**config.mk**
```make
export PLATFORM = sky130hd
export DESIGN_NAME = jtag_scan_controller
export DESIGN_NICKNAME = d
export VERILOG_FILES = /design/src/rtl/JtagGlobalPkg.sv /design/src/rtl/jtag_tap_tracker.sv /design/src/rtl/jtag_scan_controller.sv
export SDC_FILE = /design/constraint.sdc
export NUM_CORES = 1
export LEC_CHECK = 0
export CORE_MARGIN = 5
export CORE_UTILIZATION = 35
export CTS_CLUSTER_DIAMETER = 200
export DETAILED_ROUTE_END_ITERATION = 10
export SLEW_MARGIN = 5
export SYNTH_ARGS = -nofsm -noshare
export SYNTH_HDL_FRONTEND = slang
export SYNTH_SLANG_ARGS = --single-unit
```
**constraint.sdc**
```tcl
create_clock -name clk -period 3.2 [get_ports clk]
set_input_delay 0.32 -clock clk [delete_from_list [all_inputs] [get_ports clk]]
set_output_delay 0.32 -clock clk [all_outputs]
set_load 0.03 [all_outputs]
```
**src/rtl/JtagGlobalPkg.sv**
```systemverilog
// Shared types and constants for the JTAG scan controller: TAP state
// encoding (IEEE 1149.1), command types, controller FSM states and the
// Tms preambles that walk the TAP from Run-Test/Idle into a shift state.
package JtagGlobalPkg;

  localparam int MAX_LEN_DEFAULT = 32;

  // Tms=1 cycles in a TAP reset sequence; a single Tms=0 cycle follows.
  localparam int RST_TMS_CYCLES = 5;

  // Tms preambles, bit i is driven in preamble cycle i.
  localparam int         IR_PRE_LEN = 4;
  localparam logic [3:0] IR_TMS_PRE = 4'b0011;  // 1,1,0,0
  localparam int         DR_PRE_LEN = 3;
  localparam logic [3:0] DR_TMS_PRE = 4'b0001;  // 1,0,0

  typedef enum logic [3:0] {
    TAP_EX2DR   = 4'h0,
    TAP_EX1DR   = 4'h1,
    TAP_SHDR    = 4'h2,
    TAP_PAUSEDR = 4'h3,
    TAP_SELIR   = 4'h4,
    TAP_UPDDR   = 4'h5,
    TAP_CAPDR   = 4'h6,
    TAP_SELDR   = 4'h7,
    TAP_EX2IR   = 4'h8,
    TAP_EX1IR   = 4'h9,
    TAP_SHIR    = 4'hA,
    TAP_PAUSEIR = 4'hB,
    TAP_RTI     = 4'hC,
    TAP_UPDIR   = 4'hD,
    TAP_CAPIR   = 4'hE,
    TAP_TLR     = 4'hF
  } tap_state_e;

  typedef enum logic [1:0] {
    CMD_IR       = 2'b00,
    CMD_DR       = 2'b01,
    CMD_TAP_RST  = 2'b10,
    CMD_IDLE_RUN = 2'b11
  } cmd_type_e;

  typedef enum logic [2:0] {
    INIT_RST,
    IDLE,
    GOTO_SHIFT,
    SHIFT,
    EXIT,
    RESP
  } ctrl_state_e;

endpackage

```
**src/rtl/jtag_tap_tracker.sv**
```systemverilog
// Combinational IEEE 1149.1 TAP transition table: next TAP state from the
// current state and the Tms value driven during this TCK cycle.
module jtag_tap_tracker
  import JtagGlobalPkg::*;
(
  input  logic       Tms,
  input  logic [3:0] state,
  output logic [3:0] next_state
);

  tap_state_e cur;
  tap_state_e nxt;

  assign cur        = tap_state_e'(state);
  assign next_state = nxt;

  // Standard TAP transition table.
  always_comb begin
    // NOTE: every output of a combinational block gets a default before the
    // case, so no path leaves it unassigned and no latch is inferred.
    nxt = TAP_TLR;
    case (cur)
      TAP_TLR:     nxt = Tms ? TAP_TLR   : TAP_RTI;
      TAP_RTI:     nxt = Tms ? TAP_SELDR : TAP_RTI;
      TAP_SELDR:   nxt = Tms ? TAP_SELIR : TAP_CAPDR;
      TAP_CAPDR:   nxt = Tms ? TAP_EX1DR : TAP_SHDR;
      TAP_SHDR:    nxt = Tms ? TAP_EX1DR : TAP_SHDR;
      TAP_EX1DR:   nxt = Tms ? TAP_UPDDR : TAP_PAUSEDR;
      TAP_PAUSEDR: nxt = Tms ? TAP_EX2DR : TAP_PAUSEDR;
      TAP_EX2DR:   nxt = Tms ? TAP_UPDDR : TAP_SHDR;
      TAP_UPDDR:   nxt = Tms ? TAP_SELDR : TAP_RTI;
      TAP_SELIR:   nxt = Tms ? TAP_TLR   : TAP_CAPIR;
      TAP_CAPIR:   nxt = Tms ? TAP_EX1IR : TAP_SHIR;
      TAP_SHIR:    nxt = Tms ? TAP_EX1IR : TAP_SHIR;
      TAP_EX1IR:   nxt = Tms ? TAP_UPDIR : TAP_PAUSEIR;
      TAP_PAUSEIR: nxt = Tms ? TAP_EX2IR : TAP_PAUSEIR;
      TAP_EX2IR:   nxt = Tms ? TAP_UPDIR : TAP_SHIR;
      TAP_UPDIR:   nxt = Tms ? TAP_SELDR : TAP_RTI;
      default:     nxt = TAP_TLR;
    endcase
  end

endmodule

```
**src/rtl/jtag_scan_controller.sv**
```systemverilog
// JTAG scan controller: accepts IR/DR scan, TAP reset and idle-run commands,
// sequences Tms/Tdi one bit per clk (one TCK), captures Tdo LSB first and
// returns it through a valid/ready response port.
// Optional feature: define JTAG_TRST_PULSE_EN to pull Trst low during the
// five Tms=1 cycles of every TAP reset sequence; otherwise Trst is tied high.
module jtag_scan_controller
  import JtagGlobalPkg::*;
#(
  parameter int MAX_LEN = MAX_LEN_DEFAULT
) (
  input  logic        clk,
  input  logic        reset,
  input  logic        cmd_valid,
  output logic        cmd_ready,
  input  logic [1:0]  cmd_type,
  input  logic [5:0]  cmd_len,
  input  logic [31:0] cmd_data,
  output logic        rsp_valid,
  input  logic        rsp_ready,
  output logic [31:0] rsp_data,
  output logic        Tms,
  output logic        Tdi,
  output logic        Trst,
  input  logic        Tdo,
  output logic        busy,
  output logic [3:0]  tap_state
);

  localparam logic [5:0] LEN_CAP  = 6'(MAX_LEN);
  // Counter value of the single Tms=0 cycle that closes a TAP reset.
  localparam logic [5:0] RST_LAST = 6'(RST_TMS_CYCLES);

  ctrl_state_e state_q, state_d;
  logic [5:0]  cnt_q, cnt_d;
  cmd_type_e   op_q;
  logic [5:0]  len_q;
  logic [31:0] data_q;
  logic [31:0] rsp_q;
  logic        rst_rsp_q;    // current TAP reset came from a command and owes a response
  logic [3:0]  tap_q, tap_d;

  cmd_type_e   cmd_op;
  logic [5:0]  len_eff;
  logic [5:0]  pre_last;
  logic [5:0]  last_idx;
  logic        accept;
  logic        capture;
  logic        is_scan;

  assign cmd_op   = cmd_type_e'(cmd_type);
  // Scan lengths clamp to MAX_LEN; an idle run counts cycles and is not clamped.
  assign len_eff  = (cmd_op == CMD_IDLE_RUN || cmd_len <= LEN_CAP) ? cmd_len : LEN_CAP;
  assign pre_last = (op_q == CMD_IR) ? 6'(IR_PRE_LEN - 1) : 6'(DR_PRE_LEN - 1);
  assign last_idx = len_q - 6'd1;
  assign is_scan  = (op_q == CMD_IR) || (op_q == CMD_DR);
  assign accept   = cmd_valid & cmd_ready;

  assign busy      = (state_q != IDLE);
  assign rsp_data  = rsp_q;
  assign tap_state = tap_q;

`ifdef JTAG_TRST_PULSE_EN
  // Trst pulses low with the Tms=1 run of a TAP reset, but stays high while
  // the controller itself is held in reset.
  assign Trst = ~((state_q == INIT_RST) && (cnt_q < RST_LAST) && !reset);
`else
  assign Trst = 1'b1;
`endif

  // Controller state and cycle counter.
  always_ff @(posedge clk or posedge reset) begin
    // NOTE: clocked state uses non-blocking assignments so every register
    // samples pre-edge values regardless of block evaluation order.
    if (reset) begin
      state_q <= INIT_RST;
      cnt_q   <= '0;
    end else begin
      state_q <= state_d;
      cnt_q   <= cnt_d;
    end
  end

  // Next-state logic and TAP/handshake outputs.
  always_comb begin
    state_d   = state_q;
    cnt_d     = cnt_q;
    cmd_ready = 1'b0;
    rsp_valid = 1'b0;
    Tms       = 1'b0;
    Tdi       = 1'b0;
    capture   = 1'b0;
    case (state_q)
      INIT_RST: begin
        Tms   = (cnt_q < RST_LAST);
        cnt_d = cnt_q + 6'd1;
        if (cnt_q == RST_LAST) begin
          cnt_d   = '0;
          state_d = rst_rsp_q ? RESP : IDLE;
        end
      end
      IDLE: begin
        cmd_ready = 1'b1;
        if (cmd_valid) begin
          cnt_d = '0;
          case (cmd_op)
            CMD_TAP_RST:  state_d = INIT_RST;
            CMD_IDLE_RUN: state_d = (cmd_len == 6'd0) ? RESP : SHIFT;
            default:      state_d = (len_eff == 6'd0) ? RESP : GOTO_SHIFT;
          endcase
        end
      end
      GOTO_SHIFT: begin
        Tms   = (op_q == CMD_IR) ? IR_TMS_PRE[cnt_q[1:0]] : DR_TMS_PRE[cnt_q[1:0]];
        cnt_d = cnt_q + 6'd1;
        if (cnt_q == pre_last) begin
          cnt_d   = '0;
          state_d = SHIFT;
        end
      end
      SHIFT: begin
        // Idle runs reuse this state with Tms and Tdi held low.
        if (is_scan) begin
          Tms     = (cnt_q == last_idx);
          Tdi     = data_q[cnt_q[4:0]];
          capture = 1'b1;
        end
        cnt_d = cnt_q + 6'd1;
        if (cnt_q == last_idx) begin
          cnt_d   = '0;
          state_d = is_scan ? EXIT : RESP;
        end
      end
      EXIT: begin
        // Exit1 -> Update (Tms=1), Update -> Run-Test/Idle (Tms=0).
        Tms   = (cnt_q == 6'd0);
        cnt_d = cnt_q + 6'd1;
        if (cnt_q == 6'd1) begin
          cnt_d   = '0;
          state_d = RESP;
        end
      end
      RESP: begin
        rsp_valid = 1'b1;
        if (rsp_ready) state_d = IDLE;
      end
      default: state_d = INIT_RST;
    endcase
  end

  // Command capture and Tdo sampling; a new accept clears stale response bits.
  always_ff @(posedge clk or posedge reset) begin
    if (reset) begin
      op_q      <= CMD_IR;
      len_q     <= '0;
      data_q    <= '0;
      rsp_q     <= '0;
      rst_rsp_q <= 1'b0;
    end else if (accept) begin
      op_q      <= cmd_op;
      len_q     <= len_eff;
      data_q    <= cmd_data;
      rsp_q     <= '0;
      rst_rsp_q <= (cmd_op == CMD_TAP_RST);
    end else if (capture) begin
      rsp_q[cnt_q[4:0]] <= Tdo;
    end
  end

  // Tracked TAP state follows the Tms driven in each cycle.
  always_ff @(posedge clk or posedge reset) begin
    if (reset) tap_q <= TAP_TLR;
    else       tap_q <= tap_d;
  end

  jtag_tap_tracker u_tap_tracker (
    .Tms        (Tms),
    .state      (tap_q),
    .next_state (tap_d)
  );

endmodule

```
# == Word level (Yosys, flattened, before mapping) ==
# Index checks and enable logic that the tools add are counted.
# word_totals
regBits,86
in_bits,45
out_inout_bits,42
word_cells,119
# classes
add_sub_neg,2
order_cmp,5
n_eq_ne,34
n_mux,53
bitwise_logic,1
reduce_logical,16
# op_table
cell,n
two-way mux 32 bit,2
case mux 4 bit (12 select lines),1
two-way mux 3 bit,13
two-way mux 6 bit,6
bitwise mux 32 bit,1
"equality test 4 bit, second input constant",8
case mux 6 bit (5 select lines),1
logical NOT 6 bit,3
case mux 3 bit (6 select lines),1
"equality test 4 x 3 -> 1 bit, second input constant",4
two-way mux 1 bit,15
two-way mux 2 bit,6
"!= test 2 bit, second input constant",6
"equality test 4 x 2 -> 1 bit, second input constant",2
"adder 6 x 1 -> 6 bit, second input constant",1
"equality test 3 x 2 -> 1 bit, second input constant",2
"equality test 3 bit, second input constant",2
"equality test 6 x 1 -> 1 bit, second input constant",1
equality test 6 x 2 -> 1 bit,1
"equality test 6 x 3 -> 1 bit, second input constant",1
equality test 6 bit,1
"less-or-equal comparator 6 bit, second input constant",1
"less-than comparator 5 x 6 -> 1 bit, second input constant",1
"less-than comparator 6 x 3 -> 1 bit, second input constant",1
other kinds (26),30

# == Depth between registers and ports, before layout ==
# Gate-level depths: netlist of the first run.
# depth
ltp_word,8
depth_mapped,10
mapped_depth_nobuf,8

# == Hierarchy ==
# Synthesis of the first run repeated with hierarchy kept, for this count alone.
# unflattened
hier_cells,518
area_unflattened_um2,4445.5
# modules_own_cells
module,n_inst,cells_per_inst,area_each_um2
jtag_scan_controller,1,503,4352.9
jtag_tap_tracker,1,15,92.6

# == Worst setup path after synthesis of the first run ==
# Ideal clock, no wire load.
# synth_path
path_kind,register -> output
startpoint,register cnt_q[2]
endpoint,output port Tdi
arrival_ns,2.284
required_ns,2.880
setup_slack_ns,0.596
stages_incl_launch_ff,6
path_buffers,2
cell_sequence,dfrtp_1 -> buf_2 -> buf_2 -> nor3b_1 -> a221oi_1 -> a311oi_1
# synth_between
elab_chain_len,4
# synth_lines
element,line_no,text
from (decl),jtag_scan_controller.sv:34,"logic [5:0] cnt_q, cnt_d;"
from (signal assigned),jtag_scan_controller.sv:79,cnt_q <= cnt_d;
binary-select mux 1 bit (select 5 bit),jtag_scan_controller.sv:124,Tdi = data_q[cnt_q[4:0]];
two-way mux 1 bit (not written as such),jtag_scan_controller.sv:124,
two-way mux 1 bit,jtag_scan_controller.sv:122,if (is_scan) begin
two-way mux 1 bit,jtag_scan_controller.sv:92,case (state_q)
to (decl),jtag_scan_controller.sv:22,"output logic Tdi,"
# Every way passes these cells. The select of a mux whose other input is x is not followed.

# == Worst setup path in the final report of the first run ==
# layout_path
startpoint,register len_q[0]
endpoint,output port Tms
# layout_between
elab_chain_len,4
# layout_lines
element,line_no,text
from (decl),jtag_scan_controller.sv:36,logic [5:0] len_q;
from (signal assigned),jtag_scan_controller.sv:160,len_q <= len_eff;
subtractor 6 x 1 -> 6 bit,jtag_scan_controller.sv:54,assign last_idx = len_q - 6'd1;
equality test 6 bit,jtag_scan_controller.sv:123,Tms = (cnt_q == last_idx);
two-way mux 1 bit,jtag_scan_controller.sv:122,
case mux 1 bit (4 select lines),jtag_scan_controller.sv:92,
to (decl),jtag_scan_controller.sv:21,"output logic Tms,"
# Every way passes these cells.

==> results.md, run 1 <==
* Power Density at between 800 and 900 mW/mm2
* Routed length per instance at between 15 and 20 um
* Die ar. at ~0.015 mm2
* Worst-skew pair later-pin latency at between 0.3 and 0.4 ns
* Critical path, cell by cell: inv_1 > ha_1 > nand2b_1 > o21a_1 > nor4_4 > nand4_4 > o31ai_4 > dlygate4sd2_1
* Post-Place Cells at 760
* Final nets at 650
* Hold/Removal Path Class: input pin to async pin
* Post-DP HPWL at between 8000 and 9000 um
* Final ANT Viol Nets at 0
* Clock Skew at 0.00778 ns
* Final Slew Violations at 0
* Critical path type: register to primary output
* First DRT Iteration DRCs at 256
* Storage element area at roughly 0.0022 mm2
* Post-synthesis sequential area ratio at 47.2%
* Finished Core Util at 46.7%
* Gpl congestion at a little over 0.8
* Share of cells above drive strength 1 at under 10%
* Number of port buffers at 85
* Leakage at 2.63 nW
* Non-Filler Instances at about 780
* Leading area contributor after synthesis: dfrtp_1
* Crit. End Element: primary output
* Family with the most delay on the worst path: simple AND/OR/NAND/NOR gates
* Worst path depth at 8
* Post-synth EDFFs at 0
* DRC at 0
* Core ar. at approximately 0.013 mm2
* Buf/Inv on CP at 2
* Die W at approximately 120 um
* Vias in the first global route at ~4000
* Worst reg2reg path depth at 7
* Clock period minus worst slack at between 2 and 3 ns
* Final Hold Viols at 0
* # rows at roughly 40
* Gate Count Post-Synth at ~530
* Ant diodes at 0
* Synth area leaders: dfrtp_1, nand2_1, a21oi_1, mux4_2, nand3_1
* First-pass GRT wire length at around 20000 um
* H-tree levels at 3
* Crit-path max cell delay at approximately 0.45 ns
* Synthesized area at between 0.004 and 0.005 mm2
* Global route total overflow at 0
* Worst Path Max Fanout at 7
* Vias at between 3000 and 4000
* TritonRoute pass-1 iters at 4
* # IOs at 87
* Root buffer cell: clkbuf_16
* Sum Neg Setup Slack at 0 ns
* MaxCap Viol Count at 0
* Ys flop type: dfrtp_1
* Longest Clk Path Bufs at 2
* CTS sink cnt at between 80 and 90
* Syn. warnings at 0
* R2R Setup Slk at 0.65 ns
* Initial antenna violation count at 0
* Mean Syn Cell Area at roughly 8.7 um2
* Status: complete, no violations
* Multi-input gate area at 0.00220 mm2
* RSZ-0062 raised after global routing: false
* Initial Utilization at roughly 36%
* Slew @ Worst Pin at about 1.2 ns
* Part of the cycle the worst path needs at 92.9%
* Post-Route WL at 12000 um
* Global-route usage over all layers at between 15 and 20%
* Post-Synthesis Net Count at 578
* VDD IR-drop max at around 340 uV
* Fmax at ~340 MHz
* Fill cell count at between 1000 and 1500
* WP data arrival at 2.65 ns
* Clock transition at the registers of the reported paths at 0.06 ns
* Synth top area share at 44.9%
* Cts bufs inserted at 9
* Synth-to-Final Area Change at 29.9%
* CP max-delay cell: dlygate4sd2_1
* Relative slew slack at between 20% and 30%
* Synth cell types at between 60 and 70
* Drt via density at 5.01
* Pin count of the biggest net entering global routing at between 80 and 90
* CP Launch Type: register
* CTS Hold Bufs at 0
* CTS tree: done
* Die Height at 124 um
* Final setup violation count at 0
* Worst EP required at about 2.9 ns
* Post-synth ARST share at 100%
* Synth Register Bits at 86
-- cell usage after synthesis, types with 5 or more instances --
library cell / n
o21ai_0: 10
ha_1: 6
mux2i_1: 11
nor3_1: 6
nand3_1: 28
nand2b_1: 7
a21oi_1: 37
dfrtp_1: 82
xnor2_1: 6
inv_1: 10
buf_2: 12
and3_1: 5
nor2_1: 27
nand2_1: 176
clkbuf_1: 23
mux4_2: 8
-- routing by layer --
layer / global-route usage (%) / part of all wire, % / up-vias
met5: 0 / 0 / -
met2: 24.4 / 46 / 94
met3: 3.90 / 4.7 / 16
met4: 4.96 / 1.6 / 0
li1: - / - / 1917
met1: 21.9 / 47 / 1859
-- layout by cell type, fill, tap and decap left out, types with 7 or more instances in the layout --
master           synthesis  routed
buf_4                    1      13
dfrtp_1                 82      82
o21ai_0                 10      10
a21oi_1                 37      37
mux2i_1                 11      11
mux4_2                   8       8
nor2_1                  27      27
clkdlybuf4s50_1          0      83
clkbuf_16                0       9
nand2_1                176     176
nand2b_1                 7       7
inv_1                   10       9
nand3_1                 28      28
-- final cells by class --
| type | count | area share [%] |
|---|---|---|
| timing repair buffer | 100 | 16.8 |
| tap | 172 | 3.63 |
| clock inverter | 6 | 1.43 |
| inverter | 10 | 0.653 |
| clock buffer | 10 | 4.03 |
| sequential | 86 | 36.3 |
| multi-input combinational | 392 | 37.1 |
-- state kept, by name (all words and copies together) (netlist names) --
name / cells
rst_rsp_q: 1
tap_state: 4
len_q: 6
rsp_data: 32
state_q: 3
cnt_q: 6
op_q: 2
data_q: 32
-- tightest hold or removal path, cell delays in order --
cell and delay (ns):
clkdlybuf4s50_1 0.41, clkinv_2 0.06, buf_12 0.35
-- through the flow --
stage	cell area, um2	hold WS, ns	total power [mW]	setup WS, ns
after global routing	5940	0.446	5.35	0.100
after global placement	5610	0.454	3.86	0.395
final	5940	0.375	5.01	0.229
after floorplan	4570	0.425	3.22	0.596
after CTS	5940	0.418	5.04	0.211
after detailed placement	5610	0.457	3.91	0.295
-- cell families after synthesis --
family                   synth area share (%)
multiplexers                             6.35
AND/OR/NAND/NOR                          26.8
AO/OA/AOI/OAI                            11.6
buffers and inverters                    4.60
flip-flops                               47.2
adder cells (fa/ha/maj)                  1.64
other                                  0.0821
XOR/XNOR                                 1.73
-- power by group --
group	total (mW)	internal, mW	switching, mW
clock network	1.13	0.702	0.428
registers	1.74	1.43	0.302
logic	2.14	0.900	1.24
total	5.01	3.04	1.97
-- path summary, 6_finish.rpt --
path                                             to                   from
max in group asynchronous      len_q[1]$_DFFE_PP0P_                  reset
setup / recovery                                Tms   len_q[0]$_DFFE_PP0P_
setup reg to reg             state_q[2]$_DFFE_PP0P_   cnt_q[0]$_DFFE_PP0P_
hold / removal             rsp_data[23]$_DFFE_PP0P_                  reset
min in group clk              data_q[7]$_DFFE_PP0P_  data_q[7]$_DFFE_PP0P_
hold reg to reg               data_q[7]$_DFFE_PP0P_  data_q[7]$_DFFE_PP0P_
-- repair_timing --
action                                  CTS  global route
endpoints found under the setup margin    1             0
gates resized for setup                   1             0
setup buffers                             0             0
Power figures use the tool's default switching activity.
==> run 2, diff against run 1 <==
- CORE_UTILIZATION: 35 -> 47
- PLACE_DENSITY: unset -> 0.73
==> results.md, run 2 (synthesis gave the netlist of run 1 again) <==
* WP data arrival at 2.71 ns (+0.06 ns)
* Longest Clk Path Bufs at 2 (unchanged)
* VDD IR-drop max at 375 uV (+11%)
* Final instance area at 0.00579 mm2 (-2.4%)
* Die Height at 109 um (-13%)
* First-pass GRT wire length at 19300 um (-3.9%)
* Crit. End Element: primary output
* Commonest non-fill, non-tap cell in the layout: nand2_1
* CP Launch Type: register
* Initial antenna violation count at 0 (unchanged)
* MaxCap Viol Count at 0 (unchanged)
* # rows at 36 (-12%)
* Most frequent cells in the layout: nand2_1, clkdlybuf4s50_1, dfrtp_1
* Number of port buffers at 85 (unchanged)
* Post-Place Cell Area at 0.00557 mm2 (-0.78%)
* Final nets at 652 (+0.31%)
* RSZ-0062 raised after global routing: false
* H-tree levels at 3 (unchanged)
* First DRT Iteration DRCs at 192 (-25%)
* Vias in the first global route at 3931 (+1.1%)
* DRC at 0 (unchanged)
* CTS sink cnt at 86 (unchanged)
* Clock period minus worst slack at 3.03 ns (+0.0555 ns)
* Final Hold Viols at 0 (unchanged)
* Global-route usage over all layers at 20.6% (+4.8 points)
* Fill cell count at 878 (-32%)
* Synth-to-Final Area Change at 26.8%
* Drt via density at 5.38 (+7.5%)
* Power Density at 819 mW/mm2 (-3.0%)
* Clock Skew at 0.00929 ns (+0.00151 ns)
* Slew @ Worst Pin at 1.03 ns (-0.123 ns)
* Cts bufs inserted at 9 (unchanged)
* Die ar. at 0.0118 mm2 (-24%)
* Initial Utilization at 47.4% (+11 points)
* Ant diodes at 0 (unchanged)
* Worst Path Max Fanout at 7 (unchanged)
* Final ANT Viol Nets at 0 (unchanged)
* Worst Setup SP: len_q[0]$_DFFE_PP0P_
* CTS tree: done
* Worst-skew pair later-pin latency at 0.36 ns (+0.02 ns)
* # resized after CTS at 1 (unchanged)
* Global route total overflow at 0 (unchanged)
* Gpl congestion at 0.912 (+9.7%)
* Clock transition at the registers of the reported paths at 0.09 ns (+0.03 ns)
* Die W at 109 um (-13%)
* Buffer count from post-CTS setup fixing at 0 (unchanged)
* Routed length per instance at 15.4 um (-0.13%)
* R2r startpoint: cnt_q[0]$_DFFE_PP0P_
* Status: complete, no violations
* Worst reg2reg path depth at 7 (unchanged)
* Final Slew Violations at 0 (unchanged)
* Part of the cycle the worst path needs at 94.6% (+1.7 points)
* Critical path type: register to primary output
* Final setup violation count at 0 (unchanged)
* Fmax at 330 MHz (-1.8%)
* Root buffer cell: clkbuf_8
* # IOs at 87 (unchanged)
* TritonRoute pass-1 iters at 5 (+1)
* Relative slew slack at 31.0% (+8.2 points)
* CTS Hold Bufs at 0 (unchanged)
* Post-DP HPWL at 8280 um (-0.56%)
* Worst EP required at 2.88 ns (about the same)
* Core ar. at 0.00964 mm2 (-24%)
* Leakage at 2.61 nW (-0.58%)
* Share of cells above drive strength 1 at 9.08% (+0.14 points)
* Pin count of the biggest net entering global routing at 87 (unchanged)
* Vias at 3979 (+2.4%)
* Post-Route WL at 11400 um (-4.9%)
* Sum Neg Setup Slack at 0 ns (unchanged)
* Hold/Removal Path Class: input pin to async pin
* Hold_ws at 0.384 ns (+0.00835 ns)
-- run 2: changes by cell type in the layout (fill, tap and decap cells not counted), sizes merged --
cell	delta
buf	+1
clkinv	+1
inv	+1
dlymetal6s2s	+1
clkinvlp	-2
-- run 2: report_power, final --
group	switching (mW)	total, mW	internal, mW	leakage, nW
Sequential	0.294	1.73	1.43	1.12
Combinational	1.25	2.16	0.908	1.38
Clock	0.398	0.858	0.460	0.116
-- run 2: final timing paths --
kind / end / slack (ns)
worst max-delay path: Tms / 0.17
worst min-delay path: data_q[3]$_DFFE_PP0P_ / 0.38
worst max register to register: state_q[2]$_DFFE_PP0P_ / 0.69
worst min register to register: data_q[28]$_DFFE_PP0P_ / 0.48
max in group asynchronous: tap_state[3]$_DFF_PP1_ / 2.46
min in group clk: data_q[29]$_DFFE_PP0P_ / 0.48
-- run 2: final cells by class --
class / count / area (um2) / area share (%)
multi-input combinational: 392 / 2200 / 38.0
clock buffer: 10 / 138 / 2.38
inverter: 10 / 38.8 / 0.670
sequential: 86 / 2160 / 37.2
tap: 133 / 166 / 2.87
clock inverter: 6 / 83.8 / 1.45
timing repair buffer: 102 / 1000 / 17.3
-- run 2: critical path: stages (launching register included) --
cell           delay [ns]
dfrtp_1              0.41
inv_1                0.08
ha_1                 0.17
nand2b_1             0.10
o21a_1               0.21
nor4_4               0.34
nand4_4              0.21
o31ai_4              0.36
dlygate4sd2_1        0.45
-- run 2: metal layers --
| layer | up-vias | part of all wire, % | GRT usage (%) |
|---|---|---|---|
| met4 | 0 | 2.3 | 7.48 |
| li1 | 1917 | - | - |
| met3 | 26 | 5.7 | 4.78 |
| met1 | 1914 | 44 | 27.8 |
| met5 | - | 0 | 0 |
| met2 | 122 | 48 | 32.6 |
-- run 2: per-stage QoR --
| step | std cells | power [mW] | util [%] | setup slack (ns) |
|---|---|---|---|---|
| finish | 739 | 4.74 | 60.1 | 0.173 |
| detailed placement | 723 | 3.90 | 57.8 | 0.278 |
| global route | 739 | 5.07 | 60.1 | 0.000781 |
| global placement | 723 | 3.82 | 57.8 | 0.392 |
| floorplan | 527 | 3.22 | - | 0.596 |
| CTS | 739 | 4.76 | 60.1 | 0.0881 |
